<file path="src/rtl/alu_pkg.sv">
// Shared encodings for the SAP arithmetic/logic stage: op codes, FSM states,
// flag bit positions and a flag-packing helper.
package alu_pkg;

   localparam logic [2:0] OP_ADD = 3'b000;
   localparam logic [2:0] OP_SUB = 3'b001;
   localparam logic [2:0] OP_AND = 3'b010;
   localparam logic [2:0] OP_OR  = 3'b011;
   localparam logic [2:0] OP_XOR = 3'b100;
   localparam logic [2:0] OP_SHL = 3'b101;
   localparam logic [2:0] OP_SHR = 3'b110;
   localparam logic [2:0] OP_MUL = 3'b111;

   localparam logic [1:0] ST_IDLE = 2'd0;
   localparam logic [1:0] ST_RUN  = 2'd1;
   localparam logic [1:0] ST_DONE = 2'd2;

   localparam int unsigned FLG_C = 3;
   localparam int unsigned FLG_Z = 2;
   localparam int unsigned FLG_N = 1;
   localparam int unsigned FLG_V = 0;

   typedef logic [3:0] alu_flags_t;

   function automatic alu_flags_t make_flags(input logic c, input logic z, input logic n,
                                             input logic v);
      alu_flags_t f;
      f        = '0;
      f[FLG_C] = c;
      f[FLG_Z] = z;
      f[FLG_N] = n;
      f[FLG_V] = v;
      return f;
   endfunction

endpackage

</file>
<file path="src/rtl/alu_unit_if.sv">
// Operand/op request and result/flags response bundle between the SAP control
// path (master) and the ALU stage (slave).
interface alu_unit_if #(
   parameter int unsigned WIDTH = 16
);
   logic [WIDTH-1:0] a_in;
   logic [WIDTH-1:0] b_in;
   logic [2:0]       op;
   logic             start;
   logic             busy;
   logic             done;
   logic [WIDTH-1:0] result;
   logic [3:0]       flags;

   modport master (
      output a_in, b_in, op, start,
      input  busy, done, result, flags
   );

   modport slave (
      input  a_in, b_in, op, start,
      output busy, done, result, flags
   );
endinterface

</file>
<file path="src/rtl/alu_mul_seq.sv">
// Shift-add multiplier: one partial-product add per step, WIDTH steps per product.
// product is the accumulator value this step produces, so the final step can be captured on its edge.
module alu_mul_seq #(
   parameter int unsigned WIDTH = 16
) (
   input  logic               clk,
   input  logic               rst,
   input  logic               load,
   input  logic               step,
   input  logic [WIDTH-1:0]   a,
   input  logic [WIDTH-1:0]   b,
   output logic [2*WIDTH-1:0] product,
   output logic               last_step
);

   localparam int unsigned CNT_W = $clog2(WIDTH);

   logic [2*WIDTH-1:0] acc_q;
   logic [2*WIDTH-1:0] acc_d;
   logic [2*WIDTH-1:0] mcand_q;
   logic [WIDTH-1:0]   mplier_q;
   logic [CNT_W-1:0]   cnt_q;

   always_comb begin
      acc_d = acc_q;
      if (mplier_q[0]) begin
         acc_d = acc_q + mcand_q;
      end
   end

   assign product   = acc_d;
   assign last_step = step && (cnt_q == CNT_W'(WIDTH - 1));

   always_ff @(posedge clk) begin
      if (rst) begin
         acc_q    <= '0;
         mcand_q  <= '0;
         mplier_q <= '0;
         cnt_q    <= '0;
      end else if (load) begin
         acc_q    <= '0;
         mcand_q  <= {{WIDTH{1'b0}}, a};
         mplier_q <= b;
         cnt_q    <= '0;
      end else if (step) begin
         acc_q    <= acc_d;
         mcand_q  <= mcand_q << 1;
         mplier_q <= mplier_q >> 1;
         cnt_q    <= cnt_q + 1'b1;
      end
   end

endmodule

</file>
<file path="src/rtl/alu_unit.sv">
// Arithmetic/logic stage of the SAP datapath: single-cycle ops plus a sequential
// multiply, with a start/busy/done handshake and registered result and flags.
module alu_unit
   import alu_pkg::*;
#(
   parameter int unsigned WIDTH = 16
) (
   input logic       clk,
   input logic       rst,
   alu_unit_if.slave bus
);

   localparam int unsigned MSB = WIDTH - 1;

   logic [1:0]         state_q;
   logic [1:0]         state_d;
   logic [WIDTH-1:0]   result_q;
   alu_flags_t         flags_q;

   logic               accept;
   logic               is_mul;
   logic               mul_load;
   logic               mul_step;
   logic               mul_last;
   logic [2*WIDTH-1:0] mul_product;

   logic [WIDTH:0]     sum;
   logic [WIDTH:0]     diff;
   logic [WIDTH-1:0]   alu_res;
   logic               alu_c;
   logic               alu_v;
   logic [WIDTH-1:0]   mul_res;
   logic               mul_c;

   assign accept   = (state_q == ST_IDLE) && bus.start;
   assign is_mul   = (bus.op == OP_MUL);
   assign mul_load = accept && is_mul;
   assign mul_step = (state_q == ST_RUN);

   alu_mul_seq #(
      .WIDTH(WIDTH)
   ) u_mul_seq (
      .clk       (clk),
      .rst       (rst),
      .load      (mul_load),
      .step      (mul_step),
      .a         (bus.a_in),
      .b         (bus.b_in),
      .product   (mul_product),
      .last_step (mul_last)
   );

   assign mul_res = mul_product[WIDTH-1:0];
   assign mul_c   = |mul_product[2*WIDTH-1:WIDTH];

   // Single-cycle datapath; evaluated on the live operands, captured only on accept.
   always_comb begin
      sum     = {1'b0, bus.a_in} + {1'b0, bus.b_in};
      diff    = {1'b0, bus.a_in} - {1'b0, bus.b_in};
      alu_res = '0;
      alu_c   = 1'b0;
      alu_v   = 1'b0;
      case (bus.op)
         OP_ADD: begin
            alu_res = sum[WIDTH-1:0];
            alu_c   = sum[WIDTH];
            alu_v   = (bus.a_in[MSB] == bus.b_in[MSB]) && (sum[MSB] != bus.a_in[MSB]);
         end
         OP_SUB: begin
            alu_res = diff[WIDTH-1:0];
            alu_c   = diff[WIDTH];
            alu_v   = (bus.a_in[MSB] != bus.b_in[MSB]) && (diff[MSB] != bus.a_in[MSB]);
         end
         OP_AND: alu_res = bus.a_in & bus.b_in;
         OP_OR:  alu_res = bus.a_in | bus.b_in;
         OP_XOR: alu_res = bus.a_in ^ bus.b_in;
         OP_SHL: begin
            alu_res = bus.a_in << 1;
            alu_c   = bus.a_in[MSB];
         end
         OP_SHR: begin
            alu_res = bus.a_in >> 1;
            alu_c   = bus.a_in[0];
         end
         default: ;
      endcase
   end

   always_comb begin
      state_d = state_q;
      case (state_q)
         ST_IDLE: begin
            if (accept) begin
               state_d = is_mul ? ST_RUN : ST_DONE;
            end
         end
         ST_RUN: begin
            if (mul_last) begin
               state_d = ST_DONE;
            end
         end
         ST_DONE: state_d = ST_IDLE;
         default: state_d = ST_IDLE;
      endcase
   end

   always_ff @(posedge clk) begin
      if (rst) begin
         state_q  <= ST_IDLE;
         result_q <= '0;
         flags_q  <= '0;
      end else begin
         state_q <= state_d;
         if (accept && !is_mul) begin
            result_q <= alu_res;
            flags_q  <= make_flags(alu_c, alu_res == '0, alu_res[MSB], alu_v);
         end else if (mul_last) begin
            result_q <= mul_res;
            flags_q  <= make_flags(mul_c, mul_res == '0, mul_res[MSB], 1'b0);
         end
      end
   end

   assign bus.busy   = (state_q != ST_IDLE);
   assign bus.done   = (state_q == ST_DONE);
   assign bus.result = result_q;
   assign bus.flags  = flags_q;

endmodule

</file>
<file path="src/flat_wrapper.sv">
// flat-port wrapper written by rule: the top's interface ports become plain ports
module alu_unit_flat import alu_pkg::*;
#(
   parameter int unsigned WIDTH = 16
)
  (clk, rst, bus_a_in, bus_b_in, bus_op, bus_start, bus_busy, bus_done, bus_result, bus_flags);
  alu_unit_if #(.WIDTH(WIDTH)) bus_i ();
  input logic clk;
  input logic rst;
  input wire logic [$bits(bus_i.a_in)-1:0] bus_a_in;
  input wire logic [$bits(bus_i.b_in)-1:0] bus_b_in;
  input wire logic [$bits(bus_i.op)-1:0] bus_op;
  input wire logic [$bits(bus_i.start)-1:0] bus_start;
  output wire logic [$bits(bus_i.busy)-1:0] bus_busy;
  output wire logic [$bits(bus_i.done)-1:0] bus_done;
  output wire logic [$bits(bus_i.result)-1:0] bus_result;
  output wire logic [$bits(bus_i.flags)-1:0] bus_flags;
  assign bus_i.a_in = bus_a_in;
  assign bus_i.b_in = bus_b_in;
  assign bus_i.op = bus_op;
  assign bus_i.start = bus_start;
  assign bus_busy = bus_i.busy;
  assign bus_done = bus_i.done;
  assign bus_result = bus_i.result;
  assign bus_flags = bus_i.flags;
  alu_unit #(.WIDTH(WIDTH)) u_core (.clk(clk), .rst(rst), .bus(bus_i));
endmodule
</file>
<file path="config.mk">
export PLATFORM = sky130hd
export DESIGN_NAME = alu_unit_flat
export DESIGN_NICKNAME = d
export VERILOG_FILES = /design/src/rtl/alu_pkg.sv /design/src/rtl/alu_unit_if.sv /design/src/rtl/alu_mul_seq.sv /design/src/rtl/alu_unit.sv /design/src/flat_wrapper.sv
export SDC_FILE = /design/constraint.sdc
export NUM_CORES = 1
export LEC_CHECK = 0
export ABC_AREA = 1
export BUFFER_PORTS_ARGS = -buffer_cell sky130_fd_sc_hd__buf_4
export CAP_MARGIN = 0
export CORE_UTILIZATION = 50
export CTS_CLUSTER_SIZE = 40
export DETAILED_ROUTE_END_ITERATION = 7
export HOLD_SLACK_MARGIN = 0.03
export PLACE_DENSITY = 0.68
export SYNTH_ARGS = -nofsm -noshare
export SYNTH_HDL_FRONTEND = slang
export SYNTH_HIERARCHICAL = 1
export SYNTH_SLANG_ARGS = --single-unit
</file>
<file path="constraint.sdc">
create_clock -name clk -period 6.4 [get_ports clk]
set_input_delay 0.96 -clock clk [delete_from_list [all_inputs] [get_ports clk]]
set_output_delay 0.96 -clock clk [all_outputs]
set_load 0.05 [all_outputs]
</file>
==> flow_summary_export.csv <==
group,metric,value,unit
clock_network,cts_buffers,9,
drt,viasPerCell,5.473,
synthesis,yosysSeqAreaShare,0.2047,
drt,ant_nets,0,
critical_path,required,6.63,ns
global_route,grt-ovfl-total,0,
sta,period_share,0.5137,
sta,min_period,3.288,ns
sta,setup_viol,0,
sta,setup_tns,0,ns
synthesis,synth_xor_area_frac,0.01267,
floorplan,initial_utilization,0.5091,
drt,vias,11127,
sta,finalHoldViolCount,0,
floorplan,die_x,145.3,µm
critical_path,crit_path_start_kind,"register",
job,max_cap_violations,0,
power,ir_drop,114.6,µV
synthesis,ys_top_cells_by_count,"506 x nand2_1, 279 x inv_1, 184 x nor2_1",
power,p_per_area,164.6,nW/µm²
synthesis,synth_fa_ha_area_frac,0.1070,
clock_network,cts-hold-fix-buffers,0,
critical_path,startpoint,"u_core/u_mul_seq/mcand_q[0]$_SDFFE_PP0P_",
drt,wirelength,35380,µm
clock_network,htree_num_levels,3,
global_route,grt_pass1_wl,55420,µm
sta,finClkSkew,0.01671,ns
power,p_leak,6.015,nW
placed_design,hpwl,27820,µm
worst_hold_path,hp-start,"u_core/u_mul_seq/mplier_q[6]$_SDFFE_PP0P_",
sta,relSlewSlack,0.2627,
worst_hold_path,worstHoldPathType,"register to register",
sta,fmax,0.3042,GHz
sta,timing.hold.ws,0.4670,ns
clock_network,cts_buffer_depth,2,
placed_design,port_buffers,59,
sta,drv_slew,0,
critical_path,crit_arrival,3.52,ns
cells_and_area,nets,1882,
critical_path,crit_path_end_kind,"register",
floorplan,fp.dieH,145.3,µm
floorplan,num_rows,52,
synthesis,synth_seq_cells,105,
synthesis,netlist.area_leader.share,0.2047,
synthesis,ys_warn_count,6,
status,status,"complete, no violations",
sta,rsz0062_at_grt,"false",
global_route,grt_pass1_vias,9974,
global_route,grt_max_degree,62,
drt,drc,0,
drt,routedWlPerCell,17.40,µm
placed_design,gp_congestion,0.9665,
synthesis,synthCells,1745,
cells_and_area,layout-drive-gt1-share,0.09132,
synthesis,synth_top_family_by_area,"simple AND/OR/NAND/NOR gates",
synthesis,synth_flop_cell,"dfxtp_1",
clock_network,cts.sinks,105,
synthesis,yosysMostFrequentCell,"nand2_1",
clock_network,cts_tree,"done",
synthesis,synth-compound-area-share,0.1463,
clock_network,cts-resized-gates,0,
clock_network,clkTransAtPathRegs,0.09,ns
drt,firstDrtPassIters,7,
synthesis,synth_top_cell_by_area,"dfxtp_1",
critical_path,critPathKind,"register to register",
synthesis,synthMuxAreaShare,0,
cells_and_area,antenna_cells,0,
synthesis,async_flop_share,0,
synthesis,synth_area_leaders,"dfxtp_1 20%, nand2_1 18%, inv_1 10%",
clock_network,postCtsSetupRepairBufs,0,
synthesis,ys_types,51,
synthesis,syn_nets,1869,
floorplan,core,20170,µm²
global_route,track_usage,0.3336,
synthesis,synth_edf_count,0,
synthesis,syn-cell-area,10270,µm²
sta,worst_slew_pin_slew,1.105,ns
synthesis,synth_simple_gate_area_share,0.3866,
synthesis,syn_area_per_cell,5.885,µm²
critical_path,r2r-start,"u_core/u_mul_seq/mcand_q[0]$_SDFFE_PP0P_",
floorplan,die_area,21120,µm²
global_route,antenna_found_initial,0,
floorplan,pin_count,60,
critical_path,worstPathMaxFanout,5,
clock_network,worstSkewPairLatency,0.37,ns
drt,drt-initial-drc-count,1189,
clock_network,cts-root-buf,"clkbuf_16",
cells_and_area,area_growth,7.981,%
[sequential cells by signal (all words and copies together), names as in the netlist]
signal / cells
u_core/u_mul_seq/cnt_q: 4
u_core/u_mul_seq/acc_q: 32
u_core/state_q: 2
u_core/bus.result: 15
u_core/u_mul_seq/mplier_q: 16
u_core/u_mul_seq/mcand_q: 32
u_core/bus.flags: 4
[kinds of logic (layout without fill, tap and decap cells)]
kind of cell / Yosys count / after routing
adder cells (fa/ha/maj): 86 / 86
AO/OA/AOI/OAI: 256 / 256
AND/OR/NAND/NOR: 921 / 921
XOR/XNOR: 14 / 14
flip-flops: 105 / 105
buffers and inverters: 363 / 381
[final timing paths]
check / end / slack [ns] / cells after the start
hold / removal: u_core/u_mul_seq/mplier_q[6]$_SDFFE_PP0P_ / 0.47 / 2
setup / recovery: u_core/bus.flags[3]$_SDFFE_PP0P_ / 3.11 / 16
hold reg to reg: u_core/u_mul_seq/mplier_q[6]$_SDFFE_PP0P_ / 0.47 / 2
setup reg to reg: u_core/bus.flags[3]$_SDFFE_PP0P_ / 3.11 / 16
[through the flow]
| stage | total power, mW | area [µm²] | cells | setup slack, ns | util |
|---|---|---|---|---|---|
| after global routing | 1.911 | 11090 | 2033 | 2.861 | 0.5498 |
| after global placement | 1.235 | 10770 | 2017 | 3.003 | 0.5341 |
| after CTS | 1.825 | 11090 | 2033 | 3.131 | 0.5498 |
| final | 1.825 | 11090 | 2033 | 3.112 | 0.5498 |
| after floorplan | 1.074 | 10270 | 1745 | 3.777 | - |
| after detailed placement | 1.236 | 10770 | 2017 | 2.966 | 0.5341 |
[critical path, stage by stage (launching register included)]
cell	delay, ns
dfxtp_1	0.34
ha_1	0.24
fa_1	0.46
nand3_1	0.12
nand3_1	0.17
nand3_1	0.13
nand3_2	0.12
nand2_1	0.12
nand3b_1	0.08
nand3_1	0.11
nand2_1	0.10
nor4_1	0.46
nand2_1	0.13
nor4_1	0.22
nand4_1	0.14
o211ai_1	0.14
a31oi_1	0.06
[final cells by class]
type | count | area (µm²)
clock buffer | 9 | 225.2
clock inverter | 7 | 91.34
fill | 2128 | 9081
inverter | 299 | 1125
multi-input combinational | 1277 | 6711
sequential | 105 | 2102
tap | 270 | 337.8
timing repair buffer | 66 | 495.5
[layout by cell type (no fill, tap or decap), drive strengths merged]
cell	netlist	final
a211oi	10	10
a21boi	1	1
a21o	2	2
a21oi	99	99
a22oi	1	1
a31oi	10	10
and2	2	2
and3	1	1
buf	36	66
clkbuf	28	9
clkinv	3	6
dfxtp	105	105
fa	3	3
ha	83	83
inv	296	300
nand2	525	525
nand3	133	133
nand3b	3	3
nand4	21	21
nor2	194	194
nor3	33	33
nor4	7	7
o211ai	9	9
o21a	1	1
o21ai	76	76
o21bai	5	5
o221ai	22	22
o22ai	19	19
o31ai	1	1
or2	2	2
xnor2	5	5
xor2	9	9
[per-layer routing]
| metal | share of wire | GRT usage | wire length (µm) | vias to the layer above |
|---|---|---|---|---|
| met2 | 0.41 | 0.4954 | 14660 | 454 |
| met5 | 0 | 0 | 0 | - |
| met3 | 0.086 | 0.04623 | 3043 | 61 |
| met1 | 0.47 | 0.4924 | 16770 | 5034 |
| li1 | - | - | - | 5578 |
| met4 | 0.026 | 0.1074 | 913 | 0 |
[where the power goes]
part           internal (mW)  switching, mW
Clock                  0.284          0.307
Sequential             0.682         0.0225
Combinational          0.159          0.372
Total                   1.12          0.701
Power figures use the tool's default switching activity.
